## src/rtl/debounced_logic_unit.sv

```systemverilog
// Per-channel switch synchroniser + debouncer feeding a mode-selectable logic function for LD1.
// Optional F_EDGE_CNT_EN macro adds an 8-bit rising-edge counter on led_f (rise_cnt).
module debounced_logic_unit #(
    parameter int unsigned N_IN      = 4,
    parameter int unsigned DB_CYCLES = 1000000
) (
    input  logic            sys_clk,
    input  logic            sys_rst,
    input  logic [N_IN-1:0] sw,
    input  logic [2:0]      mode,
    output logic [N_IN-1:0] sw_db,
    output logic            led_f,
    output logic            f_chg,
    output logic [7:0]      rise_cnt
);

    localparam int unsigned CNT_W = (DB_CYCLES > 1) ? $clog2(DB_CYCLES) : 1;
    localparam int unsigned PC_W  = (N_IN > 1) ? $clog2(N_IN + 1) : 1;
    localparam logic [CNT_W-1:0] CNT_LAST = CNT_W'(DB_CYCLES - 1);
    localparam logic [PC_W-1:0]  MAJ_HALF = PC_W'(N_IN / 2);

    typedef enum logic {
        ST_STABLE   = 1'b0,
        ST_CHANGING = 1'b1
    } db_state_t;

    logic [N_IN-1:0] s1;
    logic [N_IN-1:0] s2;
    logic            led_f_q;
    logic            f;
    logic [PC_W-1:0] pop;

    // Two-flop synchroniser for the raw switch pins
    always_ff @(posedge sys_clk) begin
        if (sys_rst) begin
            s1 <= '0;
            s2 <= '0;
        end else begin
            s1 <= sw;
            s2 <= s1;
        end
    end

    for (genvar i = 0; i < int'(N_IN); i++) begin : g_ch
        db_state_t      state;
        logic [CNT_W-1:0] cnt;
        logic           db_q;

        // A change is accepted only after DB_CYCLES consecutive differing samples
        always_ff @(posedge sys_clk) begin
            if (sys_rst) begin
                state <= ST_STABLE;
                cnt   <= '0;
                db_q  <= 1'b0;
            end else begin
                case (state)
                    ST_STABLE: begin
                        if (s2[i] != db_q) begin
                            if (DB_CYCLES == 1) begin
                                db_q <= s2[i];
                                cnt  <= '0;
                            end else begin
                                cnt   <= CNT_W'(1);
                                state <= ST_CHANGING;
                            end
                        end else begin
                            cnt <= '0;
                        end
                    end
                    ST_CHANGING: begin
                        if (s2[i] == db_q) begin
                            cnt   <= '0;
                            state <= ST_STABLE;
                        end else if (cnt == CNT_LAST) begin
                            db_q  <= s2[i];
                            cnt   <= '0;
                            state <= ST_STABLE;
                        end else begin
                            cnt <= cnt + CNT_W'(1);
                        end
                    end
                    default: begin
                        cnt   <= '0;
                        state <= ST_STABLE;
                    end
                endcase
            end
        end

        assign sw_db[i] = db_q;
    end

    always_comb begin
        pop = '0;
        for (int i = 0; i < int'(N_IN); i++) begin
            pop = pop + PC_W'(sw_db[i]);
        end
    end

    // Logic function select; MAJ is strict majority so ties resolve to 0
    always_comb begin
        f = 1'b0;
        case (mode)
            3'd0:    f = &sw_db;
            3'd1:    f = |sw_db;
            3'd2:    f = ^sw_db;
            3'd3:    f = ~(&sw_db);
            3'd4:    f = ~(|sw_db);
            3'd5:    f = ~(^sw_db);
            3'd6:    f = (pop > MAJ_HALF);
            default: f = sw_db[0];
        endcase
    end

    always_ff @(posedge sys_clk) begin
        if (sys_rst) begin
            led_f   <= 1'b0;
            led_f_q <= 1'b0;
            f_chg   <= 1'b0;
        end else begin
            led_f   <= f;
            led_f_q <= led_f;
            f_chg   <= (led_f != led_f_q);
        end
    end

`ifdef F_EDGE_CNT_EN
    // f_chg with led_f high marks a rising edge of led_f; wraps naturally at 8 bits
    always_ff @(posedge sys_clk) begin
        if (sys_rst) begin
            rise_cnt <= 8'd0;
        end else if (f_chg && led_f) begin
            rise_cnt <= rise_cnt + 8'd1;
        end
    end
`else
    assign rise_cnt = 8'd0;
`endif

endmodule

```

## config.mk

```make
export PLATFORM = sky130hd
export DESIGN_NAME = debounced_logic_unit
export DESIGN_NICKNAME = d
export VERILOG_FILES = /design/src/rtl/debounced_logic_unit.sv
export SDC_FILE = /design/constraint.sdc
export NUM_CORES = 1
export LEC_CHECK = 0
export CAP_MARGIN = 5
export CORE_ASPECT_RATIO = 1.25
export CORE_MARGIN = 2
export CORE_UTILIZATION = 45
export CTS_BUF_LIST = sky130_fd_sc_hd__clkbuf_4 sky130_fd_sc_hd__clkbuf_8
export DETAILED_ROUTE_END_ITERATION = 10
export GPL_TIMING_DRIVEN = 0
export MAX_ROUTING_LAYER = met4
export PLACE_DENSITY = 0.6
export REMOVE_ABC_BUFFERS = 1
export SKIP_LAST_GASP = 1
export SLEW_MARGIN = 20
export SYNTH_ARGS = -nofsm -noshare
export SYNTH_HDL_FRONTEND = slang
export SYNTH_SLANG_ARGS = --single-unit
export TNS_END_PERCENT = 100
```

## constraint.sdc

```tcl
create_clock -name sys_clk -period 6.06 [get_ports sys_clk]
set_input_delay 0.606 -clock sys_clk [delete_from_list [all_inputs] [get_ports sys_clk]]
set_output_delay 0.606 -clock sys_clk [all_outputs]
set_load 0.1 [all_outputs]
```

# Word-level counts from Yosys, hierarchy flattened
# Cells that the tools add are included.
word_totals:
  wordCells: 96
  ff_bits: 99
  input_bits: 9
  out_inout_bits: 14
op_classes:
  n_addsub: 7
  eq_ne: 19
  n_lt_le_gt_ge: 1
  reduce_logical: 8
  n_bitwise: 11
  muxes: 33
op_table:
  columns: ["op", "count"]
  rows:
  - ["$mux 20", 8]
  - ["$pmux 20 s2", 4]
  - ["$add 20x1->20 const B", 4]
  - ["$eq 20x20->1 const B", 4]
  - ["$mux 1", 16]
  - ["$reduce_and 3->1", 4]
  - ["$not 1->1", 11]
  - ["$eq 3x3->1 const B", 3]
  - ["$pmux 1 s2", 4]
  - ["$pmux 1 s7", 1]
  - ["$eq 3x2->1 const B", 2]
  - ["$ne 1x1->1", 5]
  - ["$eq 1x1->1", 4]
  - ["$reduce_and 4->1", 1]
  - ["$reduce_or 4->1", 1]
  - ["$reduce_xor 4->1", 1]
  - ["$add 2x1->3", 1]
  - ["$add 3x1->3", 1]
  - ["$eq 3x1->1 const B", 1]
  - ["$gt 3x2->1 const B", 1]
  - ["$logic_not 3->1", 1]
  - ["$add 1x1->2", 1]

# Logic depth before layout (Yosys ltp)
logic_depth:
  depth_word: 5
  depth_mapped: 7
  depth_no_buf: 7

# Worst setup path after synthesis
# OpenSTA, ideal clock, no wires.
synth_path:
  path_kind: "flip-flop to flip-flop"
  startpoint: "reg g_ch[0].cnt[0]"
  endpoint: "reg g_ch[0].cnt[10]"
  setup_slack_ns: 4.011
  n_path_buf: 1
  t_arrival_ns: 1.934
  stages_incl_launch_ff: 7
  path_cell_list: "dfxtp_1 > ha_1 > nand3_1 > or4_1 > o2111ai_2 > buf_4 > nor2_1"
synth_between:
  elab_chain_cells: 4
  word_cells_on_any_way: 5
  cone_classes: "add/sub: 1; eq/ne: 1; mux: 3"
synth_lines:
  columns: ["element", "line", "text"]
  rows:
  - ["start, declared", "46", "logic [CNT_W-1:0] cnt;"]
  - ["start signal, assigned", "79", "cnt <= cnt + CNT_W'(1);"]
  - ["$add 20x1->20 / $eq 20x20->1 (equally long branches)", "79, 74", null]
  - ["$mux 20 *", "74", "end else if (cnt == CNT_LAST) begin"]
  - ["$mux 20 *", "71", "if (s2[i] == db_q) begin"]
  - ["$pmux 20 s2 *", "56", "case (state)"]
# Mark *: on every way between the ends. The rest lies on a longest branch, timed or not.
# A chain may end at the register's enable or synchronous reset.

# Worst setup path after layout
layout_path:
  startpoint: "reg g_ch[1].db_q"
  endpoint: "out sw_db[1]"
layout_rtl:
  columns: ["element", "line", "text"]
  rows:
  - ["start, declared", "47", "logic db_q;"]
  - ["start signal, assigned", "60", "db_q <= s2[i];"]
  - ["start signal, assigned", "75", "db_q <= s2[i];"]
  - ["end, declared", "11", "output logic [N_IN-1:0] sw_db,"]
# No word-level cell between the ends.

==> out/results.ini <==
[synth]
netlist_area_sq_mm=0.00460
synth_top_area_frac=0.430
synth_edf_count=0
async_flop_share=0
syn_avg_cell_area_sq_um=8.69
synth-adder-area-share=0.0342
synth_compound_area_frac=0.0772
synthFlopType=dfxtp_1
synth_area_leaders=dfxtp_1, xnor2_1, nor2_1
yosys.area_share.simple=0.279
ys_types=42
synth_seq_cells=99
synth-seq-area-share=0.430
netlist_instances=530
synth_area_leader_cell=dfxtp_1
synth_top_family_by_area=simple AND/OR/NAND/NOR gates
synth_mux_area_frac=0.00652
synthXorXnorAreaFrac=0.110
yosys_warnings=0

[grt]
antenna_found_initial=0
overflow=0
met2_usage=0.283
grt_usage=0.170
grt_max_degree=20
grt_pass1_vias=3261
grtUsageMet3=0.0359
grt-busiest-layer=met2
grt.met1_usage=0.204
grt_pass1_wl_mm=14.7

[drt]
drtPass1Iterations=4
drt_first_iter_violations=189
wl_mm=8.29
drc_errors=0
ant_nets=0
via_per_inst=5.29
wl_per_cell_microns=12.4
num_vias=3545

[worst_setup_path]
cp-start-kind=flip-flop
r2r_start=g_ch[0].cnt[0]$_SDFF_PP0_
path_cells=clkdlybuf4s50_1
slowest_delay_ns=1.21
cp_max_fo=6
critPathBufInv=1
crit_path_start=g_ch[1].db_q$_SDFFE_PP0P_
crit_family=buffers and inverters
worst-r2r-setup-slack_ns=3.55
worstPathArrival_ns=2.14
slowest_stage=clkdlybuf4s50_1
r2r-end=g_ch[0].cnt[11]$_SDFF_PP0_
setup.worst_path.end_class=primary output
required_ns=5.45
worstSetupPathType=flip-flop to primary output
reg2reg_depth=5

[timing]
fin_crit_ns=2.74
fin_skew_ns=0.0147
post-route-period-util=0.453
fin_setup_tns_ns=0
postLayoutSetupSlackWorst_ns=3.32
setup_viol=0
clock.fmax_ghz=0.364
worstMarginPinSlew_ns=0.989
drv_slew=0
slew-limit-headroom=0.338
rsz0062_at_grt=false
hold_violations=0

[pwr]
p_leak_nw=1.43
switchingPower_w=0.000257
power_density_mw_per_mm2=228
ir_worst_vdd_mv=0.128
clockPowerShare=0.377
switching_share=0.227
internal-power_w=0.000878
power_frac_seq=0.580
pwr-share-comb=0.043

[placement]
place.gp.congestion=0.778
dp_slack_ns=3.33
io_buffers=14
place_hpwl_mm=5.83

[cells_and_area]
num_antenna_cells=0
area_delta_synth_final_pct=7.93
drive_above_1_share=0.0610
nNetsFinal=557

[die]
die_h_microns=117
die_w_microns=94.5
placementRows=41
core_sq_mm=0.0101
start_util=0.458
ios=23
die_area_sq_mm=0.0111

[clock_network]
cts.hold.buffers_added=0
cts_buffer_depth=2
clk_pin_slew_ns=0.10
clock_sinks=99
root_buffer=clkbuf_8
clock_latency_ns=0.36
htree_levels=3
cts_resized=0
cts_setup_buffers=0
numCtsBuffers=9
tritoncts=done

[hold_path]
min_path_type=flip-flop to flip-flop
hold_path_depth=1
min_from=s1[1]$_SDFF_PP0_
whs_endpoint=s2[1]$_SDFF_PP0_

[status]
status=completed

[flow_run]
drv_cap=0

[placed cells by master (no fill, tap or decap), types with 16 or more instances in the layout]
cell type | netlist | routed
nor3_1 | 16 | 16
nand4_1 | 18 | 18
inv_1 | 32 | 32
nor2_1 | 75 | 75
or4_1 | 16 | 16
nor4_1 | 17 | 17
nand2_1 | 31 | 31
a21oi_1 | 24 | 24
xnor2_1 | 45 | 45
dfxtp_1 | 99 | 99
nand3_1 | 28 | 28
[worst max-delay path by stage]
stage               slack [ns]                          to  cells past startpoint
global placement          3.36  g_ch[3].cnt[17]$_SDFF_PP0_                      4
finish                    3.32                    sw_db[1]                      1
floorplan                 3.35            led_f$_SDFF_PP0_                      7
detailed placement        3.33  g_ch[1].cnt[17]$_SDFF_PP0_                      4
global route              3.20                    sw_db[1]                      1
CTS                       3.29                    sw_db[1]                      1
[through the flow]
| stage | hold slack, ns | util | instances | power, W | cell area, sq um |
|---|---|---|---|---|---|
| after floorplan | 0.414 | - | 511 | 0.000711 | 4470 |
| after global placement | 0.431 | 0.474 | 654 | 0.000722 | 4770 |
| after detailed placement | 0.431 | 0.474 | 654 | 0.000723 | 4770 |
| after CTS | 0.461 | 0.494 | 670 | 0.00115 | 4970 |
| after global routing | 0.478 | 0.494 | 670 | 0.00118 | 4970 |
| final | 0.452 | 0.494 | 670 | 0.00114 | 4970 |
[power groups by stage]
stage | logic (W) | registers (W) | clock network (W)
floorplan | 0.0000310 | 0.000680 | 0
global placement | 0.0000488 | 0.000674 | 0
detailed placement | 0.0000490 | 0.000674 | 0
CTS | 0.0000492 | 0.000658 | 0.000446
global route | 0.0000519 | 0.000659 | 0.000474
finish | 0.0000489 | 0.000658 | 0.000428
[cells by family (layout without fill, tap and decap cells)]
| logic type | count (synthesis) | count (layout) |
|---|---|---|
| compound gates | 54 | 54 |
| xor+xnor | 58 | 58 |
| fa+ha+maj | 12 | 12 |
| buf+inv | 58 | 62 |
| flops | 99 | 99 |
| mux | 3 | 3 |
| other cells | 1 | 8 |
| simple gates | 245 | 245 |
[flip-flops by register name, summed over array words and instances (netlist names)]
register,flops
led_f,1
g_ch.cnt,80
g_ch.db_q,4
led_f_q,1
g_ch.state,4
f_chg,1
s2,4
s1,4
[layer usage]
metal  vias up  wire [microns]
met5         -               0
met4         0             114
met3         7             196
met2        29            4070
met1      1673            3910
li1       1836               -
[cell type report]
| type | count | area, sq um |
|---|---|---|
| inverter | 32 | 120 |
| timing repair buffer | 14 | 140 |
| sequential | 99 | 1980 |
| tap | 129 | 161 |
| fill | 995 | 5080 |
| clock buffer | 12 | 153 |
| clock inverter | 4 | 48.8 |
| multi-input combinational | 380 | 2360 |
[synthesized netlist by cell type (8+ instances only)]
cell and instances:
a21oi_1 24, nand3_1 28, or4_1 16, o21ai_0 9, inv_1 32, clkbuf_1 8
nand2_1 31, ha_1 11, xnor2_1 45, buf_4 15, xor2_1 13, dfxtp_1 99
nor2b_1 9, or3_1 11, nor2_1 75, o31ai_1 11, nor4_1 17, nand4_1 18
nor3_1 16
(Power assumes the default switching activity.)
